==> src/rtl/pc_unit.sv <==
// Program counter unit with a BOOT/RUN/HALT control FSM.
// Selects the next PC from the sequential, branch or jump address. It also
// counts committed PC updates and flags misaligned targets.
//
// Ports:
//   clk, rst_n    - clock; synchronous active-low reset
//   PCadd4        - PC_o+4 from the external adder
//   BranchTarget  - branch destination
//   JumpTarget    - jump destination
//   PCSrc         - 00 seq, 01 branch, 10 jump, 11 seq
//   Stall         - hold PC this cycle
//   Halt, Resume  - enter / leave the HALT state
//   PC_o          - current PC (registered)
//   PC_valid      - PC_o is fetchable (RUN state)
//   Halted        - FSM is in HALT
//   InstCnt       - committed PC update count (wraps)
//   AlignErr      - one-cycle pulse on a misaligned target
//
// Configuration macro: PC_ALIGN_CHECK_EN
//   defined   - a misaligned update is rejected, pulses AlignErr and halts
//   undefined - the target is loaded with bits[1:0] cleared; AlignErr stays 0
module pc_unit #(
    parameter logic [31:0] RESET_PC = 32'h0000_0000
) (
    input  logic        clk,
    input  logic        rst_n,
    input  logic [31:0] PCadd4,
    input  logic [31:0] BranchTarget,
    input  logic [31:0] JumpTarget,
    input  logic [1:0]  PCSrc,
    input  logic        Stall,
    input  logic        Halt,
    input  logic        Resume,
    output logic [31:0] PC_o,
    output logic        PC_valid,
    output logic        Halted,
    output logic [31:0] InstCnt,
    output logic        AlignErr
);

    localparam int unsigned XLEN = 32;

    localparam logic [1:0] ST_BOOT = 2'd0;
    localparam logic [1:0] ST_RUN  = 2'd1;
    localparam logic [1:0] ST_HALT = 2'd2;

    logic [1:0]      state;
    logic [1:0]      state_d;
    logic [XLEN-1:0] sel_addr;
    logic [XLEN-1:0] pc_d;
    logic [XLEN-1:0] cnt_d;
    logic            err_d;

    // Next-address mux; the reserved encoding falls back to sequential.
    always_comb begin
        sel_addr = PCadd4;
        case (PCSrc)
            2'b01:   sel_addr = BranchTarget;
            2'b10:   sel_addr = JumpTarget;
            default: sel_addr = PCadd4;
        endcase
    end

    // Next-state and next-output decode. Priority in RUN is Halt > Stall > update.
    always_comb begin
        state_d = state;
        pc_d    = PC_o;
        cnt_d   = InstCnt;
        err_d   = 1'b0;
        case (state)
            ST_BOOT: state_d = ST_RUN;
            ST_RUN: begin
                if (Halt) begin
                    state_d = ST_HALT;
                end else if (!Stall) begin
`ifdef PC_ALIGN_CHECK_EN
                    if (sel_addr[1:0] != 2'b00) begin
                        err_d   = 1'b1;
                        state_d = ST_HALT;
                    end else begin
                        pc_d  = sel_addr;
                        cnt_d = InstCnt + XLEN'(1);
                    end
`else
                    pc_d  = sel_addr & ~XLEN'(3);
                    cnt_d = InstCnt + XLEN'(1);
`endif
                end
            end
            ST_HALT: begin
                // A simultaneous Halt keeps the unit parked.
                if (Resume && !Halt) state_d = ST_RUN;
            end
            default: state_d = ST_BOOT;
        endcase
    end

    // State and output registers; status flags follow the next state.
    always_ff @(posedge clk) begin
        if (!rst_n) begin
            state    <= ST_BOOT;
            PC_o     <= RESET_PC;
            InstCnt  <= '0;
            AlignErr <= 1'b0;
            PC_valid <= 1'b0;
            Halted   <= 1'b0;
        end else begin
            state    <= state_d;
            PC_o     <= pc_d;
            InstCnt  <= cnt_d;
            AlignErr <= err_d;
            PC_valid <= (state_d == ST_RUN);
            Halted   <= (state_d == ST_HALT);
        end
    end

endmodule

==> config.mk <==
export PLATFORM = sky130hd
export DESIGN_NAME = pc_unit
export DESIGN_NICKNAME = d
export VERILOG_FILES = /design/src/rtl/pc_unit.sv
export SDC_FILE = /design/constraint.sdc
export NUM_CORES = 1
export LEC_CHECK = 0
export ABC_AREA = 1
export CORE_MARGIN = 5
export CORE_UTILIZATION = 37
export DETAILED_ROUTE_END_ITERATION = 6
export PLACE_DENSITY = 0.85
export SETUP_SLACK_MARGIN = 0.2
export SYNTH_ARGS = -nofsm -noshare
export SYNTH_HDL_FRONTEND = slang
export SYNTH_SLANG_ARGS = --single-unit
==> constraint.sdc <==
create_clock -name clk -period 1.35 [get_ports clk]
set_input_delay 0.2025 -clock clk [delete_from_list [all_inputs] [get_ports clk]]
set_output_delay 0.2025 -clock clk [all_outputs]
set_load 0.01 [all_outputs]
After elaboration in Yosys (flattened, before gate mapping)
Cells that the tools add are included.
{ "totals": {"ff_bits": 66, "inputBits": 103, "out_inout_bits": 67, "wordCells": 22} }
{ "op_classes": {"n_addsub": 1, "n_eq_ne": 6, "mux": 4, "n_bitwise": 2, "n_reduce_logical": 4} }
{ "ops": {"columns": ["op", "n"], "rows": [
  ["one-hot mux 32 bit (2 select lines)", 1],
  ["adder 32 x 1 -> 32 bit (second input constant)", 1],
  ["equality test 2 x 1 -> 1 bit (second input constant)", 3],
  ["equality test 2 bit (second input constant)", 3],
  ["one-hot mux 2 bit (3 select lines)", 1],
  ["2-to-1 mux 2 bit", 2],
  ["AND reduction 3 bit", 1],
  ["zero test 2 bit", 1],
  ["NOT 1 bit", 2],
  ["logical AND 1 bit", 1],
  ["zero test 1 bit", 1]
]} }

Depth between registers and ports, before layout
Gate-level depths: netlist of the first run.
{ "logic_depth": {"ltp_word": 5, "depth_mapped": 9} }

Worst setup path after synthesis of the first run
OpenSTA, ideal clock, no wires.
{ "synth_path": {"path_type": "flip-flop to flip-flop", "start": "register InstCnt[1]", "end": "register InstCnt[20]", "t_arrival_ns": 1.351, "required_ns": 1.237, "path_slack_ns": -0.114, "stages_incl_launch_ff": 9, "n_path_buf": 0, "path_cell_list": "dfxtp_1 ha_1 nand3_1 nor2_2 nand2_2 nor2_8 nand2_1 o21ai_1 nor2_1"} }
{ "synth_via": {"elab_chain_len": 1} }
{ "synth_lines": {"columns": ["element", "line", "rtl"], "rows": [
  ["from (decl)", "37", "output logic [31:0] InstCnt,"],
  ["from (signal assigned)", "110", "InstCnt <= cnt_d;"],
  ["adder 32 x 1 -> 32 bit", "86", "cnt_d = InstCnt + XLEN'(1);"]
]} }
Every way passes these cells.
A chain may end at the register's enable or synchronous reset.

Worst setup path in the final report of the first run
{ "layout_path": {"start": "register state[1]", "end": "register InstCnt[29]"} }
{ "layout_via": {"elab_chain_len": 2} }
{ "layout_lines": {"columns": ["element", "line", "rtl"], "rows": [
  ["from (decl)", "47", "logic [1:0] state;"],
  ["from (signal assigned)", "108", "state <= state_d;"],
  ["equality test 2 x 1 -> 1 bit", "70", "case (state)"],
  ["AND reduction 3 bit (no source line)", null, null]
]} }
Every way passes these cells.

==> flow_summary.json, run 1 <==
{
  "status": "finished with violations",
  "failed_checks": "DRC, setup timing",
  "viasPerCell": 5.50,
  "worstSetupEndpointType": "flop",
  "setup_violations": 37,
  "grt_pass1_wl_um": 22500,
  "drt_wl_total_um": 16200,
  "syn_avg_cell_area_um2": 6.84,
  "drive_gt1_frac": 0.456,
  "use_met2": 0.443,
  "die-area_um2": 11600,
  "synthToLayoutAreaGrowth_pct": 93.3,
  "layout.nets": 846,
  "vias": 4810,
  "hold_viol": 0,
  "p_per_area_nw_per_um2": 734,
  "holdWs_ps": 134,
  "cts.sinks": 66,
  "cp_max_fo": 5,
  "synth_cells": 515,
  "clockBufferDepth": 2,
  "core_um2": 9280,
  "clk_latency_ps": 360,
  "rows": 35,
  "io_buffer_count": 160,
  "ys_ff_latch": 66,
  "synth_area_leader_cell": "dfxtp_1",
  "gr-total-overflow": 0,
  "final_cell_mix": "nand2_1 (92), clkdlybuf4s50_1 (91), nor2_1 (50), buf_4 (48), buf_2 (43)",
  "htreeDepth": 3,
  "yosys_warnings": 0,
  "grt_max_degree": 33,
  "first_global_vias": 4728,
  "wl_per_cell_um": 18.5,
  "place_congestion": 0.857,
  "die_x_um": 108,
  "max_freq_mhz": 629,
  "yosysSeqAreaShare": 0.375,
  "crit_arrival_ps": 1870,
  "grt_use_met1": 0.252,
  "busiest_layer": "met2",
  "dr.pass1.iters": 7,
  "final_util": 0.734,
  "path_class": "flop to flop",
  "clockRootBuffer": "clkbuf_8",
  "drtIter0Drc": 274,
  "cellLeakagePower_uw": 0.00283,
  "slew_viol_final": 0,
  "netlist-cell-type-count": 29,
  "post-route-worst-setup-slack_ps": -239,
  "holdCritPathClass": "primary input to flop",
  "period_minus_slack_ps": 1590,
  "cap_viol_max_count": 0,
  "synth_top_cell_area_share": 0.375,
  "cts_tree": "done",
  "cts_buffers": 9,
  "remaining_drc_errors": 1,
  "syn_area_um2": 3520,
  "start_util": 0.380,
  "hpwl_um": 9090,
  "die_h_um": 108,
  "antenna_found_initial": 1,
  "use_met3": 0.0804,
  "fillers": 650,
  "irDropWorstVdd_v": 0.000444,
  "max_slew_margin": 0.652,
  "tightest_slew_ps": 522,
  "rsz0062_at_grt": "yes",
  "yosys-top-cells-area": "dfxtp_1 (37%), nand2_1 (11%), a21oi_1 (11%)",
  "layout_commonest_cell": "nand2_1",
  "worst_setup_path_start_kind": "flop",
  "clock_skew_ps": 8.07,
  "path_clk_slew_ps": 70,
  "ant_nets": 0,
  "worstPathRequired_ps": 1630,
  "final.period_utilization": 1.18,
  "grt_usage": 0.245,
  "io_pins": 170
}
[sequential cells by signal (all words and copies together), names as in the netlist]
| signal | count |
|---|---|
| PC_o | 30 |
| state | 2 |
| Halted | 1 |
| PC_valid | 1 |
| InstCnt | 32 |
[worst max-delay path, cell delays in order (launching register included)]
cell     delay [ps]
dfxtp_4         350
inv_2            60
nand2_2          60
nor2_4          190
buf_6           130
buf_6           100
nand2_2          60
nor2_1          150
nand3_1         130
nand2_1         100
nand2_1          50
nor2_1          140
[logic make-up after synthesis]
group                      after synthesis  synth area share
AOI/OAI and AO/OA                      146             0.240
DFF                                     66             0.375
and+or+nand+nor                        224             0.283
buffers and inverters                   71            0.0806
other                                    1           0.00106
xor gates and xnor gates                 4           0.00994
adders and majority gates                3            0.0107
[worst paths after layout]
| kind | start | endpoint | slack (ps) | cells past startpoint |
|---|---|---|---|---|
| setup / recovery | state[1] | InstCnt[29] | -240 | 11 |
| hold / removal | rst_n | InstCnt[4] | 130 | 3 |
| setup reg to reg | state[1] | InstCnt[29] | -240 | 11 |
| hold reg to reg | InstCnt[3] | InstCnt[3] | 520 | 2 |
[through the flow]
step / worst slack, ps / power (uW) / instances / instance area [um^2] / setup TNS (ps)
final: -239 / 5000 / 875 / 6810 / -2680
after global routing: -317 / 5180 / 875 / 6810 / -5560
after CTS: -24.8 / 4840 / 847 / 6320 / -98.3
after detailed placement: -394 / 2930 / 796 / 5450 / -19230
after global placement: -337 / 2910 / 796 / 5450 / -16740
after floorplan: 78.5 / 2410 / 517 / 3630 / 0
[per-layer routing]
metal	part of all wire	routed length, um
met1	0.33	5400
met2	0.52	8370
met5	0	0
met3	0.10	1670
met4	0.048	774
[cell usage after synthesis (all sizes together)]
master and instances:
clkbuf 21, o21bai 1, nand3b 2, conb 1
buf 7, nor3 8, nand3 22, nand2 110
nand4 9, xor2 2, o21ai 39, xnor2 2
dfxtp 66, nor2 73, inv 42, a22o 30
a21oi 76, clkinv 1, ha 3
[power by group]
part / total, uW / internal, uW / switching, uW
registers: 2020 / 1970 / 48.8
logic: 1130 / 616 / 509
clock network: 1850 / 1010 / 841
total: 5000 / 3600 / 1400
[final cells by class]
type                       instances  area, um^2  area share
antenna                            1        2.50    0.000367
clock buffer                      13         169      0.0248
clock inverter                     3        46.3     0.00680
inverter                          43         161      0.0237
multi-input combinational        381        2500       0.368
sequential                        66        1440       0.212
tap                              129         161      0.0237
timing repair buffer             239        2320       0.341
[what timing repair did]
action / 4_1_cts / 5_1_grt
endpoints found under the hold margin: 0 / 0
pin swaps: 16 / 38
buffers inserted: 28 / 24
gates resized for setup: 389 / 100
hold buffers: 0 / 0
endpoints found under the setup margin: 126 / 93
gates cloned: 7 / 3
(Power assumes the default switching activity.)
==> run 2, diff against run 1 <==
Settings changed: CORE_ASPECT_RATIO set to 1.75, CORE_UTILIZATION 37 to 41, PLACE_DENSITY 0.85 to 0.89.
Clock period 1.35 ns to 1.52 ns, I/O delays scaled along.
==> run 2 against run 1 <==
  * The run now ends clean
  * Die area down 8.2%
  * Final area down 4.9%
  * Worst setup slack better by 300 ps
  * Clock skew up 4.1 ps
  * Sequential cell count unchanged
  * Utilization up 4.0 points
  * Clock-buffer cell count down 2
  * Sequential power down 9.9%
  * Clock power up 5%
  * Global-route usage up 0.92 points
  * Critical path depth down 4
  * Largest cell class unchanged
==> flow_summary.json, run 2 (synthesis results as in run 1) <==
{
  "regMostFlops": "InstCnt",
  "cpPeakStageDelay_ps": 350,
  "synthToLayoutAreaGrowth_pct": 83.8,
  "ant_nets": 0,
  "hpwl_um": 9290,
  "wl_per_cell_um": 18.5,
  "p_sw_frac": 0.266,
  "hold_viol": 0,
  "layout_commonest_cell": "clkdlybuf4s50_1",
  "cts_buffers": 9,
  "slew_viol_final": 0,
  "holdCritPathClass": "primary input to flop",
  "path_clk_slew_ps": 60,
  "antenna_found_initial": 0,
  "htreeDepth": 3,
  "die-area_um2": 10600,
  "worstPathRequired_ps": 1740,
  "reg_top3": "InstCnt (32), PC_o (30), state (2)",
  "final.period_utilization": 0.962,
  "clkPwrFrac": 0.417,
  "p_per_area_nw_per_um2": 717,
  "core_um2": 8370,
  "cp_top_family": "simple AND/OR/NAND/NOR gates",
  "status": "finished, final reports clean",
  "viasPerCell": 5.58,
  "clockBufferDepth": 2,
  "io_pins": 170,
  "diodes": 0,
  "cp_cell_sequence": "nand2_1 > nor2_4 > nand3_2 > nor2_4 > nand2_2 > o21ai_1 > nor2_1",
  "dr.pass1.iters": 5,
  "dp_cells": 791,
  "placed_area_um2": 5460,
  "irDropWorstVdd_v": 0.000695,
  "cp_common_cell": "nor2_4",
  "setup_violations": 0,
  "drive_gt1_frac": 0.287,
  "largest_register_ffs": 32,
  "layout.nets": 822,
  "stdcell_count": 836,
  "max_freq_mhz": 684,
  "vias": 4667,
  "place_congestion": 0.873,
  "cap_viol_max_count": 0,
  "clk_latency_ps": 340,
  "final.setup.tns_ps": 0,
  "power.total_uw": 4650,
  "combPwrFrac": 0.191,
  "rows": 44,
  "drtIter0Drc": 372,
  "die_x_um": 80.1,
  "fin_area_um2": 6480,
  "die_h_um": 133,
  "power.share.sequential": 0.392,
  "remaining_drc_errors": 0,
  "period_minus_slack_ps": 1460,
  "r2r_slack_ps": 60,
  "cellLeakagePower_uw": 0.00281,
  "path_buf_inv": 0,
  "grt_usage": 0.254,
  "grt_max_degree": 34,
  "worst_setup_path_start_kind": "flop",
  "intPower_uw": 3410,
  "cts_tree": "done",
  "p_switching_uw": 1240,
  "final_cell_mix": "clkdlybuf4s50_1 (94), nand2_1 (93), a21oi_1 (62), dlygate4sd2_1 (59), nor2_1 (45)",
  "cp_max_fo": 5,
  "io_buffer_count": 160,
  "rsz0062_at_grt": "yes",
  "crit_arrival_ps": 1690,
  "clock_skew_ps": 12.2,
  "holdWs_ps": 517,
  "first_global_vias": 4625,
  "start_util": 0.421,
  "path_class": "flop to flop",
  "cp_slowest_cell": "dfxtp_2",
  "gr-total-overflow": 0,
  "grt_pass1_wl_um": 21300,
  "worstSetupEndpointType": "flop",
  "cts.sinks": 66,
  "clockRootBuffer": "clkbuf_16",
  "drt_wl_total_um": 15500
}
run 2: changes by cell type in the layout (fill, tap and decap cells not counted), sizes merged, moves of 2 or more:
cell,change
buf,-75
bufbuf,-2
clkdlybuf4s15,-6
clkdlybuf4s50,+3
clkinv,+2
dlygate4sd2,+54
run 2: layout make-up:
cell class                      count  area (um^2)
Clock buffer                       11          243
Sequential cell                    66         1370
Fill cell                         542         1890
Multi-Input combinational cell    381         2390
Tap cell                          115          144
Clock inverter                      5         30.0
Inverter                           43          166
Timing Repair Buffer              215         2140
run 2: worst min-delay path, delay by kind of cell:
family	cells	cell delay, ps
AO/OA/AOI/OAI	1	70
buffers and inverters	1	150
AND/OR/NAND/NOR	4	360
run 2: final timing paths:
kind	depth (start not counted)	from	endpoint
setup / recovery	7	state[0]	InstCnt[23]
hold reg to reg	2	PC_o[17]	PC_o[17]
hold / removal	6	Stall	InstCnt[6]
setup reg to reg	7	state[0]	InstCnt[23]
run 2: timing repair:
| action | CTS | global route |
|---|---|---|
| gates cloned | 2 | 4 |
| hold buffers | 0 | 0 |
| pin swaps | 22 | 25 |
| endpoints found under the setup margin | 109 | 65 |
| setup buffers | 11 | 12 |
| resized for setup | 116 | 141 |
run 2: power by group through the flow:
stage / Combinational (uW) / Clock [uW] / Sequential, uW
after floorplan: 270 / 0 / 1870
after global placement: 743 / 0 / 1850
after detailed placement: 758 / 0 / 1850
after CTS: 773 / 1920 / 1810
after global routing: 940 / 2040 / 1830
final: 887 / 1940 / 1820
run 2: layer usage:
layer  global-route usage  share of wire
met4                0.129          0.055
met5                    0              0
met3               0.0680          0.087
met1                0.245           0.32
met2                0.474           0.54
run 2: stage by stage:
stage / utilization / worst slack, ps
floorplan: - / 203
global placement: 0.653 / -173
detailed placement: 0.653 / -209
CTS: 0.709 / 125
global route: 0.774 / -21.9
finish: 0.774 / 57.5
==> run 3, diff against run 2 <==
Settings changed: CORE_MARGIN 5 to 1, CTS_CLUSTER_SIZE set to 12, GPL_TIMING_DRIVEN set to 0.
==> run 3 against run 2 <==
  * The run now ends with setup timing left
  * Utilization about the same
  * Highest routed layer unchanged
  * Register-to-register slack worse by 80 ps
  * Maximum frequency down 5.3%
  * Clock-buffer cell count up 2
  * Worst hold slack worse by 300 ps
  * Routed wire length up 2.6%
  * Global-route usage up 5.9 points
  * Largest power group unchanged
  * Combinational power up 2.6%
  * First-iteration DRC count down 2.2%
  * Final cell count up 0.12%
  * Sequential cell count unchanged
==> flow_summary.json, run 3 (synthesis results as in run 1) <==
{
  "cp_cell_sequence": "ha_4 > nand3_4 > nor2_4 > nand2_4 > nor2_8 > nand2_4 > nand2_2 > nand2_1 > nor2_1",
  "clockRootBuffer": "clkbuf_16",
  "failed_checks": "setup timing",
  "start_util": 0.424,
  "vias": 4857,
  "final_cell_mix": "nand2_1 (96), clkdlybuf4s50_1 (91), a21oi_1 (66), dlygate4sd2_1 (65), nor2_1 (50)",
  "place_congestion": 0.891,
  "p_sw_frac": 0.258,
  "die-area_um2": 8990,
  "wl_per_cell_um": 18.9,
  "clk_latency_ps": 350,
  "grt_usage": 0.313,
  "die_x_um": 72.1,
  "grt_pass1_wl_um": 22000,
  "reg_top3": "InstCnt (32), PC_o (30), state (2)",
  "path_class": "flop to flop",
  "rows": 44,
  "final.period_utilization": 1.02,
  "ant_nets": 0,
  "cp_common_cell": "nand2_4",
  "final_util": 0.774,
  "p_switching_uw": 1250,
  "setup_violations": 4,
  "fin_area_um2": 6430,
  "cts_tree": "done",
  "placed_area_um2": 5300,
  "cp_max_fo": 5,
  "path_buf_inv": 0,
  "worst_setup_path_start_kind": "flop",
  "worstPathRequired_ps": 1790,
  "combPwrFrac": 0.188,
  "dp_cells": 791,
  "clock_skew_ps": 7.20,
  "irDropWorstVdd_v": 0.000596,
  "hpwl_um": 9680,
  "slew_viol_final": 0,
  "intPower_uw": 3580,
  "drt_wl_total_um": 15900,
  "period_minus_slack_ps": 1540,
  "diodes": 0,
  "regMostFlops": "InstCnt",
  "crit_arrival_ps": 1820,
  "layout_commonest_cell": "nand2_1",
  "io_buffer_count": 159,
  "cellLeakagePower_uw": 0.00285,
  "stdcell_count": 837,
  "startpoint": "InstCnt[0]",
  "path_clk_slew_ps": 60,
  "p_per_area_nw_per_um2": 750,
  "grt_max_degree": 12,
  "cp_slowest_cell": "dfxtp_4",
  "io_pins": 170,
  "cts_buffers": 9,
  "cpPeakStageDelay_ps": 360,
  "synthToLayoutAreaGrowth_pct": 82.6,
  "hold_viol": 0,
  "viasPerCell": 5.80,
  "clkPwrFrac": 0.433,
  "dr.pass1.iters": 5,
  "rsz0062_at_grt": "yes",
  "ctsHoldBuffers": 0,
  "power.total_uw": 4830,
  "drtIter0Drc": 364,
  "cap_viol_max_count": 0,
  "holdCritPathClass": "primary input to flop",
  "layout.nets": 823,
  "core_um2": 8310,
  "status": "finished with violations",
  "max_freq_mhz": 648,
  "clockBufferDepth": 2,
  "max_slew_margin": 0.436,
  "power.share.sequential": 0.378,
  "die_h_um": 125,
  "largest_register_ffs": 32,
  "first_global_vias": 4801,
  "remaining_drc_errors": 0,
  "gr-total-overflow": 0,
  "drive_gt1_frac": 0.265,
  "worstSetupEndpointType": "flop",
  "post-route-worst-setup-slack_ps": -24.0,
  "tightest_slew_ps": 847,
  "cts.sinks": 66,
  "reg2reg_from": "InstCnt[0]",
  "htreeDepth": 3,
  "cp_top_family": "simple AND/OR/NAND/NOR gates",
  "antenna_found_initial": 0,
  "worst_hold_startpoint": "rst_n"
}
## run 3: cell count changes in the layout (fill, tap and decap cells not counted), moves of 6 or more
| cell | change |
|---|---|
| buf_4 | -17 |
| clkbuf_1 | +6 |
| clkbuf_4 | +6 |
| dlygate4sd2_1 | +6 |
## run 3: layout make-up
cell class | count | area, um^2
Multi-Input combinational cell | 381 | 2370
Fill cell | 532 | 1880
Timing Repair Buffer | 188 | 1860
Sequential cell | 66 | 1360
Clock buffer | 13 | 250
Buffer | 28 | 244
Inverter | 43 | 161
Tap cell | 115 | 144
Clock inverter | 3 | 40.0
## run 3: timing repair
item / 4_1_cts / 5_1_grt
endpoints found under the hold margin: 0 / 0
pin swaps: 24 / 25
gates resized for setup: 166 / 122
setup buffers: 16 / 10
endpoints found under the setup margin: 126 / 60
gates cloned: 1 / 3
## run 3: worst paths after layout
kind / to / cells past startpoint / slack, ps
max: InstCnt[22] / 9 / -20
min: InstCnt[13] / 3 / 220
min reg2reg: InstCnt[21] / 2 / 520
max reg2reg: InstCnt[22] / 9 / -20
## run 3: power groups by stage
stage          clock (uW)  sequential [uW]  combinational, uW
2_1_floorplan           0             1870                270
3_3_place_gp            0             1850                716
3_5_place_dp            0             1850                737
4_1_cts              2060             1820                781
5_1_grt              2160             1830                956
6_report             2090             1830                910
## run 3: metrics by stage
step | hold WS [ps] | setup WS, ps | TNS, ps
after floorplan | 422 | 203 | 0
after global placement | 481 | -336 | -15720
after detailed placement | 506 | -460 | -19940
after CTS | 230 | 69.6 | 0
after global routing | 259 | -90.4 | -530
final | 221 | -24.0 | -74.4
## run 3: worst register-to-register path: cells and delay by family (launching register included)
family,cells,cell delay (ps)
AND/OR/NAND/NOR,8,960
flip-flops,1,360
adder cells (fa/ha/maj),1,150
## run 3: per-layer routing
metal,vias to the layer above,track usage,wire length [um]
met4,0,0.213,1120
met2,386,0.567,8380
met3,112,0.0712,1340
met1,2235,0.299,5010
li1,2124,-,-
met5,-,0,0
